## config.mk

```make
export PLATFORM = sky130hd
export DESIGN_NAME = tx_field_sequencer_flat
export DESIGN_NICKNAME = d
export VERILOG_FILES = /design/src/rtl/tx_field_sequencer_if.sv /design/src/rtl/tx_field_sequencer.sv /design/src/flat_wrapper.sv
export SDC_FILE = /design/constraint.sdc
export NUM_CORES = 1
export LEC_CHECK = 0
export BUFFER_PORTS_ARGS = -buffer_cell sky130_fd_sc_hd__buf_2
export CORE_UTILIZATION = 53
export CTS_BUF_LIST = sky130_fd_sc_hd__clkbuf_4
export DETAILED_ROUTE_END_ITERATION = 10
export GPL_TIMING_DRIVEN = 0
export PLACE_DENSITY_LB_ADDON = 0.08
export SLEW_MARGIN = 20
export SYNTH_ARGS = -nofsm -noshare
export SYNTH_HDL_FRONTEND = slang
export SYNTH_SLANG_ARGS = --single-unit
```

## constraint.sdc

```tcl
create_clock -name clk -period 2.5 [get_ports clk]
set_clock_uncertainty 0.1 [all_clocks]
set_input_delay 0.375 -clock clk [delete_from_list [all_inputs] [get_ports clk]]
set_output_delay 0.375 -clock clk [all_outputs]
set_load 0.03 [all_outputs]
```

## src/rtl/tx_field_sequencer_if.sv

```systemverilog
// tx_field_sequencer_if
// Payload-source and serial-output stream signals of the 802.11a TX field
// sequencer, bundled so the sequencer and its neighbours share one port.
//   src_data/src_vld/src_rdy : byte stream into the sequencer
//   dout/dout_vld/dout_rdy   : serial bit stream toward the encoder
//   dout_sig_flag            : bit belongs to the SIGNAL field
//   dout_rate_con            : latched rate code for the frame
//   dout_sym_end/dout_last   : last bit of an OFDM symbol / of the frame
// master = sequencer side, slave = environment side.
interface tx_field_sequencer_if;
    logic [7:0] src_data;
    logic       src_vld;
    logic       src_rdy;
    logic       dout;
    logic       dout_vld;
    logic       dout_rdy;
    logic       dout_sig_flag;
    logic [3:0] dout_rate_con;
    logic       dout_sym_end;
    logic       dout_last;

    modport master (
        input  src_data, src_vld, dout_rdy,
        output src_rdy, dout, dout_vld, dout_sig_flag, dout_rate_con,
               dout_sym_end, dout_last
    );

    modport slave (
        output src_data, src_vld, dout_rdy,
        input  src_rdy, dout, dout_vld, dout_sig_flag, dout_rate_con,
               dout_sym_end, dout_last
    );
endinterface

```

## src/rtl/tx_field_sequencer.sv

```systemverilog
// tx_field_sequencer
// Builds the bit stream of one 802.11a PPDU: SIGNAL field (24 bits), SERVICE
// (16 zeros), DATA (payload bytes LSB first), TAIL (6 zeros) and PAD (zeros up
// to the end of the last OFDM symbol). Bits leave through a one-entry output
// register with a valid/ready handshake.
// Ports:
//   clk, rst_n     : clock, asynchronous active-low reset
//   start          : frame request, sampled only while idle
//   rate, length   : rate code and PSDU length (bytes) for the requested frame
//   busy           : high whenever a frame is in progress
//   err            : one-cycle pulse after a rejected start
//   io (master)    : payload byte input and serial bit output with sideband
//
// The state/counters describe the NEXT bit to generate; the output register
// holds the bit currently offered downstream. A new bit is generated only
// when the output register can load (empty or being consumed).
module tx_field_sequencer (
    input  logic        clk,
    input  logic        rst_n,
    input  logic        start,
    input  logic [3:0]  rate,
    input  logic [11:0] length,
    output logic        busy,
    output logic        err,
    tx_field_sequencer_if.master io
);

    typedef enum logic [2:0] {IDLE, SIG, SERVICE, DATA, TAIL, PAD} state_t;

    state_t      state_q, state_d;
    logic [3:0]  rate_q, rate_d;
    logic [11:0] len_q, len_d;
    logic [4:0]  cnt_q, cnt_d;          // bit index within SIG/SERVICE/TAIL
    logic [7:0]  sym_cnt_q, sym_cnt_d;  // bit index within the OFDM symbol
    logic [11:0] byte_cnt_q, byte_cnt_d;
    logic [7:0]  byte_q, byte_d;
    logic [2:0]  bit_idx_q, bit_idx_d;
    logic        have_byte_q, have_byte_d;
    logic        fin_q, fin_d;          // final frame bit sits in the output register
    logic        err_q, err_d;
    logic        dout_q, dout_d;
    logic        dout_vld_q, dout_vld_d;
    logic        sig_flag_q, sig_flag_d;
    logic        sym_end_q, sym_end_d;
    logic        last_q, last_d;

    logic       load_en, gen, gbit, gsig, gsym, glast, sym_adv, sym_hit;
    logic       data_bit, src_rdy_c;
    logic [7:0] ndbps_m1;

    function automatic logic [7:0] ndbps(input logic [3:0] r);
        case (r)
            4'b1101: return 8'd24;
            4'b1111: return 8'd36;
            4'b0101: return 8'd48;
            4'b0111: return 8'd72;
            4'b1001: return 8'd96;
            4'b1011: return 8'd144;
            4'b0001: return 8'd192;
            4'b0011: return 8'd216;
            default: return 8'd24;
        endcase
    endfunction

    // SIGNAL bit idx: rate MSB first, reserved 0, length LSB first,
    // even parity over those 17 bits, then six zero tail bits.
    function automatic logic sig_bit(input logic [3:0] r, input logic [11:0] len,
                                     input logic [4:0] idx);
        logic [16:0] hdr;
        hdr = {len, 1'b0, r[0], r[1], r[2], r[3]};
        if (idx < 5'd17)       return hdr[idx];
        else if (idx == 5'd17) return ^hdr;
        else                   return 1'b0;
    endfunction

    always_comb begin
        state_d     = state_q;
        rate_d      = rate_q;
        len_d       = len_q;
        cnt_d       = cnt_q;
        sym_cnt_d   = sym_cnt_q;
        byte_cnt_d  = byte_cnt_q;
        byte_d      = byte_q;
        bit_idx_d   = bit_idx_q;
        have_byte_d = have_byte_q;
        fin_d       = fin_q;
        err_d       = 1'b0;
        dout_d      = dout_q;
        dout_vld_d  = dout_vld_q;
        sig_flag_d  = sig_flag_q;
        sym_end_d   = sym_end_q;
        last_d      = last_q;
        gen         = 1'b0;
        gbit        = 1'b0;
        gsig        = 1'b0;
        gsym        = 1'b0;
        glast       = 1'b0;
        sym_adv     = 1'b0;
        src_rdy_c   = 1'b0;
        load_en     = !dout_vld_q || io.dout_rdy;
        ndbps_m1    = ndbps(rate_q) - 8'd1;
        sym_hit     = (sym_cnt_q == ndbps_m1);
        // A freshly handed-over byte is serialized from the bus directly.
        data_bit    = have_byte_q ? byte_q[bit_idx_q] : io.src_data[0];

        case (state_q)
            IDLE: begin
                if (start) begin
                    // Every legal 802.11a rate code has rate[0]=1 and all eight
                    // such codes are legal, so rate[0] alone qualifies the rate.
                    if (rate[0] && (length != 12'd0)) begin
                        rate_d      = rate;
                        len_d       = length;
                        state_d     = SIG;
                        cnt_d       = 5'd1;
                        sym_cnt_d   = 8'd0;
                        byte_cnt_d  = 12'd0;
                        bit_idx_d   = 3'd0;
                        have_byte_d = 1'b0;
                        fin_d       = 1'b0;
                        // First SIG bit goes out straight from the request.
                        gen  = 1'b1;
                        gsig = 1'b1;
                        gbit = rate[3];
                    end else begin
                        err_d = 1'b1;
                    end
                end
            end
            SIG: begin
                if (load_en) begin
                    gen  = 1'b1;
                    gsig = 1'b1;
                    gbit = sig_bit(rate_q, len_q, cnt_q);
                    gsym = (cnt_q == 5'd23);
                    if (cnt_q == 5'd23) begin
                        state_d = SERVICE;
                        cnt_d   = 5'd0;
                    end else begin
                        cnt_d = cnt_q + 5'd1;
                    end
                end
            end
            SERVICE: begin
                if (load_en) begin
                    gen     = 1'b1;
                    sym_adv = 1'b1;
                    if (cnt_q == 5'd15) begin
                        state_d = DATA;
                        cnt_d   = 5'd0;
                    end else begin
                        cnt_d = cnt_q + 5'd1;
                    end
                end
            end
            DATA: begin
                src_rdy_c = !have_byte_q;
                if (src_rdy_c && io.src_vld) begin
                    byte_d      = io.src_data;
                    have_byte_d = 1'b1;
                    bit_idx_d   = 3'd0;
                end
                if (load_en && (have_byte_q || io.src_vld)) begin
                    gen     = 1'b1;
                    sym_adv = 1'b1;
                    gbit    = data_bit;
                    if (have_byte_q && (bit_idx_q == 3'd7)) begin
                        have_byte_d = 1'b0;
                        byte_cnt_d  = byte_cnt_q + 12'd1;
                        if (byte_cnt_q + 12'd1 == len_q) begin
                            state_d = TAIL;
                            cnt_d   = 5'd0;
                        end
                    end else begin
                        bit_idx_d = (have_byte_q ? bit_idx_q : 3'd0) + 3'd1;
                    end
                end
            end
            TAIL: begin
                if (load_en && !fin_q) begin
                    gen     = 1'b1;
                    sym_adv = 1'b1;
                    if (cnt_q == 5'd5) begin
                        if (sym_hit) glast = 1'b1;
                        else         state_d = PAD;
                    end else begin
                        cnt_d = cnt_q + 5'd1;
                    end
                end
            end
            PAD: begin
                if (load_en && !fin_q) begin
                    gen     = 1'b1;
                    sym_adv = 1'b1;
                    glast   = sym_hit;
                end
            end
            default: state_d = IDLE;
        endcase

        if (sym_adv) begin
            gsym      = sym_hit;
            sym_cnt_d = sym_hit ? 8'd0 : sym_cnt_q + 8'd1;
        end
        if (glast) fin_d = 1'b1;

        if (load_en) begin
            dout_vld_d = gen;
            dout_d     = gbit;
            sig_flag_d = gsig;
            sym_end_d  = gsym;
            last_d     = glast;
        end

        // The final bit is being consumed: frame done.
        if (fin_q && load_en) begin
            state_d = IDLE;
            fin_d   = 1'b0;
        end
    end

    always_ff @(posedge clk or negedge rst_n) begin
        if (!rst_n) begin
            state_q     <= IDLE;
            rate_q      <= 4'd0;
            len_q       <= 12'd0;
            cnt_q       <= 5'd0;
            sym_cnt_q   <= 8'd0;
            byte_cnt_q  <= 12'd0;
            byte_q      <= 8'd0;
            bit_idx_q   <= 3'd0;
            have_byte_q <= 1'b0;
            fin_q       <= 1'b0;
            err_q       <= 1'b0;
            dout_q      <= 1'b0;
            dout_vld_q  <= 1'b0;
            sig_flag_q  <= 1'b0;
            sym_end_q   <= 1'b0;
            last_q      <= 1'b0;
        end else begin
            state_q     <= state_d;
            rate_q      <= rate_d;
            len_q       <= len_d;
            cnt_q       <= cnt_d;
            sym_cnt_q   <= sym_cnt_d;
            byte_cnt_q  <= byte_cnt_d;
            byte_q      <= byte_d;
            bit_idx_q   <= bit_idx_d;
            have_byte_q <= have_byte_d;
            fin_q       <= fin_d;
            err_q       <= err_d;
            dout_q      <= dout_d;
            dout_vld_q  <= dout_vld_d;
            sig_flag_q  <= sig_flag_d;
            sym_end_q   <= sym_end_d;
            last_q      <= last_d;
        end
    end

    assign busy             = (state_q != IDLE);
    assign err              = err_q;
    assign io.src_rdy       = src_rdy_c;
    assign io.dout          = dout_q;
    assign io.dout_vld      = dout_vld_q;
    assign io.dout_sig_flag = sig_flag_q;
    assign io.dout_rate_con = rate_q;
    assign io.dout_sym_end  = sym_end_q;
    assign io.dout_last     = last_q;

endmodule

```

## src/flat_wrapper.sv

```systemverilog
// flat-port wrapper written by rule: the top's interface ports become plain ports
module tx_field_sequencer_flat 
  (clk, rst_n, start, rate, length, busy, err, io_src_data, io_src_vld, io_dout_rdy, io_src_rdy, io_dout, io_dout_vld, io_dout_sig_flag, io_dout_rate_con, io_dout_sym_end, io_dout_last);
  tx_field_sequencer_if io_i ();
  input  logic clk;
  input  logic rst_n;
  input  logic start;
  input  logic [3:0] rate;
  input  logic [11:0] length;
  output logic busy;
  output logic err;
  input wire logic [$bits(io_i.src_data)-1:0] io_src_data;
  input wire logic [$bits(io_i.src_vld)-1:0] io_src_vld;
  input wire logic [$bits(io_i.dout_rdy)-1:0] io_dout_rdy;
  output wire logic [$bits(io_i.src_rdy)-1:0] io_src_rdy;
  output wire logic [$bits(io_i.dout)-1:0] io_dout;
  output wire logic [$bits(io_i.dout_vld)-1:0] io_dout_vld;
  output wire logic [$bits(io_i.dout_sig_flag)-1:0] io_dout_sig_flag;
  output wire logic [$bits(io_i.dout_rate_con)-1:0] io_dout_rate_con;
  output wire logic [$bits(io_i.dout_sym_end)-1:0] io_dout_sym_end;
  output wire logic [$bits(io_i.dout_last)-1:0] io_dout_last;
  assign io_i.src_data = io_src_data;
  assign io_i.src_vld = io_src_vld;
  assign io_i.dout_rdy = io_dout_rdy;
  assign io_src_rdy = io_i.src_rdy;
  assign io_dout = io_i.dout;
  assign io_dout_vld = io_i.dout_vld;
  assign io_dout_sig_flag = io_i.dout_sig_flag;
  assign io_dout_rate_con = io_i.dout_rate_con;
  assign io_dout_sym_end = io_i.dout_sym_end;
  assign io_dout_last = io_i.dout_last;
  tx_field_sequencer u_core (.clk(clk), .rst_n(rst_n), .start(start), .rate(rate), .length(length), .busy(busy), .err(err), .io(io_i));
endmodule
```

==> results.toml <==
[global_routing]
grt_max_degree = 40
grt_pass1_wl_um = 19000
antenna_found_initial = 0
grt_use_total_pct = 28.2
grt_overflow = 0
grt_pass1_vias = 3938

[critical_path]
worstReg2RegStart = "u_core.io.dout_rate_con[1]"
cp_slowest_cell = "dfrtp_2"
cpPeakStageDelay_ns = 0.50
worstPathRequired_ns = 2.73
worstSetupPathType = "flop to flop"
crit_path_max_fanout = 5
reg2reg_slack_ns = -0.22
endpoint = "u_core.sym_cnt_q[5]"
crit_path_end_kind = "flop"
r2r_end = "u_core.sym_cnt_q[5]"
reg2reg_depth = 12
critPathLaunch = "u_core.io.dout_rate_con[1]"
crit_path_cell_trace = "inv_2 > ha_4 > nor2_4 > a31o_1 > inv_2 > ha_4 > and3_4 > o2111ai_4 > o211a_4 > nor4_4 > nor2b_2 > a221o_1"
critPathArrivalTime_ns = 2.95
critPathLaunchType = "flop"

[final_layout]
final-seq-area_um2 = 1580
drive_above_1_share_pct = 33.5
layout_commonest_cell = "dfrtp_1"
multiInputGateArea_um2 = 2980
diodes = 0
fill_cells = 612
final_nets = 589
area_delta_synth_final_pct = 24.9
mostFrequentLayoutCells = "dfrtp_1, nand2_1, buf_2, o21ai_0, nor2_1"

[logic_synthesis]
synth_ff_type = "dfrtp_1"
synth_edf_count = 0
synth.distinct_cells = 74
synthesis.nets = 512
yosys.area.top_type = "dfrtp_1"
synth_area_leaders = "dfrtp_1, mux2_2, xnor2_1, ha_1, o21ai_0"
netlist_area_um2 = 4380
syn_inst = 468
ys_async_sr_fraction_pct = 100
synth.avg_cell_area_um2 = 9.35
synth-warning-count = 0
synth_top_area_share_pct = 36.0
seq_area_frac_synth_pct = 36.0
ys_ff_latch = 63

[drt]
ant_nets = 0
firstDrtPassIters = 5
drtIter0Drc = 200
viasPerCell = 6.06
via_count = 3948
drc = 0
finalWirelength_um = 11300
wire_per_inst_um = 17.4

[cts]
root_buffer = "clkbuf_4"
cts_buffers = 9
clk_pin_slew_ns = 0.13
cts_tree = "yes"
cts.sinks = 63
clk_latency_ns = 0.43
ctsHtreeMaxLevel = 3
max-clock-path-buffers = 2

[placement]
place.detailed.hpwl_um = 7750
port_buffers = 40
gp_congestion = 0.897

[sta]
drv_slew = 0
slew_headroom_pct = 29.6
finalHoldViolations = 0
final.setup.tns_ns = -1.33
fin_crit_sh_pct = 109
tightest_slew_ns = 1.05
rsz0062_at_grt = "yes"
layout_min_cycle_time_ns = 2.72
fin_ws_ns = -0.223
fmax_mhz = 367
setup_viol = 10

[power_and_ir_drop]
p_sw_share_pct = 44.4
cellPowerDensity_nw_per_um2 = 1020
ir_worst_vdd_mv = 0.534
clkPwrFrac_pct = 13.3
combPwrFrac_pct = 58.8
seq_power_share_pct = 27.8
power_switching_mw = 2.47
leakage_nw = 2.31
power.total_mw = 5.55
p_int_mw = 3.09

[die]
dieArea_um2 = 8630
start_util_pct = 55.8
die_height_um = 92.9
io_pins = 41
die_x_um = 92.9
rows = 32
core_um2 = 7850

[status]
status = "finished, violations left"
violations = "negative setup slack"

[flow_run]
drv_cap = 0

[worst_hold_path]
hold_class = "primary input to flop"
-- timing repair --
| action | 4_1_cts | 5_1_grt |
|---|---|---|
| endpoints found under the setup margin | 39 | 31 |
| gates resized for setup | 36 | 42 |
| pin swaps | 10 | 10 |
| hold buffers | 1 | 0 |
| buffers inserted | 21 | 5 |
| endpoints found under the hold margin | 24 | 0 |
-- worst min-delay path by stage --
stage / slack [ns] / startpoint / to / cells after the start
after global placement: 0.35 / u_core.io.dout_sig_flag / u_core.io.dout_sig_flag / 2
after floorplan: -0.02 / rst_n / u_core.bit_idx_q[0] / 0
after CTS: 0.03 / rate[2] / u_core.io.dout_rate_con[2] / 3
final: 0.06 / io_src_data[7] / u_core.byte_q[7] / 2
after detailed placement: 0.20 / rst_n / u_core.io.dout_rate_con[2] / 1
after global routing: 0.07 / io_src_data[4] / u_core.byte_q[4] / 2
-- synth_stat cells (4+ instances only) --
master    number
inv_1         16
mux4_2         5
nand2_1       49
nor3b_1        4
nand2b_1       8
a21oi_1       11
xnor2_1       25
and2_1         6
dfrtp_1       63
nor2b_1       10
buf_2          5
ha_1          15
o21ai_0       37
clkbuf_1      14
and3_1         6
o211ai_1       5
o31ai_1        8
nand3_1       18
xor2_1         8
nor4_1         6
nor2_1        29
mux2_2        20
a21o_1         4
o41ai_1        5
a31oi_1        5
nor3_1        11
mux2i_1        7
-- per-stage QoR --
step | hold slack (ns) | area [um^2] | worst slack, ns | std cells | util (%)
2_1_floorplan | -0.0206 | 4460 | -0.199 | 468 | -
3_3_place_gp | 0.350 | 4790 | -0.542 | 610 | 61.0
3_5_place_dp | 0.202 | 4810 | -0.608 | 611 | 61.3
4_1_cts | 0.0347 | 5260 | -0.188 | 648 | 67.0
5_1_grt | 0.0717 | 5470 | -0.334 | 652 | 69.6
6_report | 0.0639 | 5470 | -0.223 | 652 | 69.6
-- state kept, by name (all words and copies together) (netlist names) --
register and flops:
u_core.io.dout_rate_con 4, u_core.cnt_q 5, u_core.byte_cnt_q 12, u_core.io.dout_vld 1
u_core.err 1, u_core.have_byte_q 1, u_core.byte_q 8, u_core.io.dout_sym_end 1
u_core.len_q 12, u_core.io.dout_last 1, u_core.io.dout_sig_flag 1, u_core.io.dout 1
u_core.fin_q 1, u_core.state_q 3, u_core.bit_idx_q 3, u_core.sym_cnt_q 8
-- worst max-delay path: cells and delay by family, from the launching register on --
kind | cells | cell delay [ns]
AOI/OAI and AO/OA | 4 | 0.82
and+or+nand+nor | 4 | 0.70
DFF | 1 | 0.50
adders and majority gates | 2 | 0.30
buffers and inverters | 2 | 0.18
-- per-layer routing --
metal / global-route usage (%) / up-vias / share of wire (%)
li1: - / 1888 / -
met1: 36.0 / 1936 / 43
met2: 48.3 / 103 / 51
met3: 3.94 / 21 / 3.9
met4: 10.9 / 0 / 1.8
met5: 0 / - / 0
-- power by group through the flow --
| stage | Sequential, mW | Clock, mW | Combinational (mW) |
|---|---|---|---|
| after floorplan | 1.57 | 0 | 2.19 |
| after global placement | 1.54 | 0 | 2.71 |
| after detailed placement | 1.55 | 0 | 2.80 |
| after CTS | 1.53 | 0.751 | 3.05 |
| after global routing | 1.58 | 0.784 | 3.58 |
| final | 1.55 | 0.741 | 3.27 |
-- logic make-up (layout without fill, tap and decap cells) --
group	Yosys count	in the layout	synth area share (%)
flip-flops	63	63	36.0
AND/OR/NAND/NOR	164	164	19.2
adder cells (fa/ha/maj)	15	15	4.29
AO/OA/AOI/OAI	119	119	19.9
XOR/XNOR	33	33	6.60
buffers and inverters	40	122	3.83
multiplexers	34	34	10.2
-- layout make-up --
type	count	share of cell area (%)
multi-input cells	365	54.6
flip-flops and latches	63	29.0
repair buffers	68	8.26
well taps	102	2.34
plain buffers	19	1.99
clock inverters	7	1.33
inverters	19	1.30
clock buffers	9	1.24
Note: power is estimated with default switching activity, not from simulation.
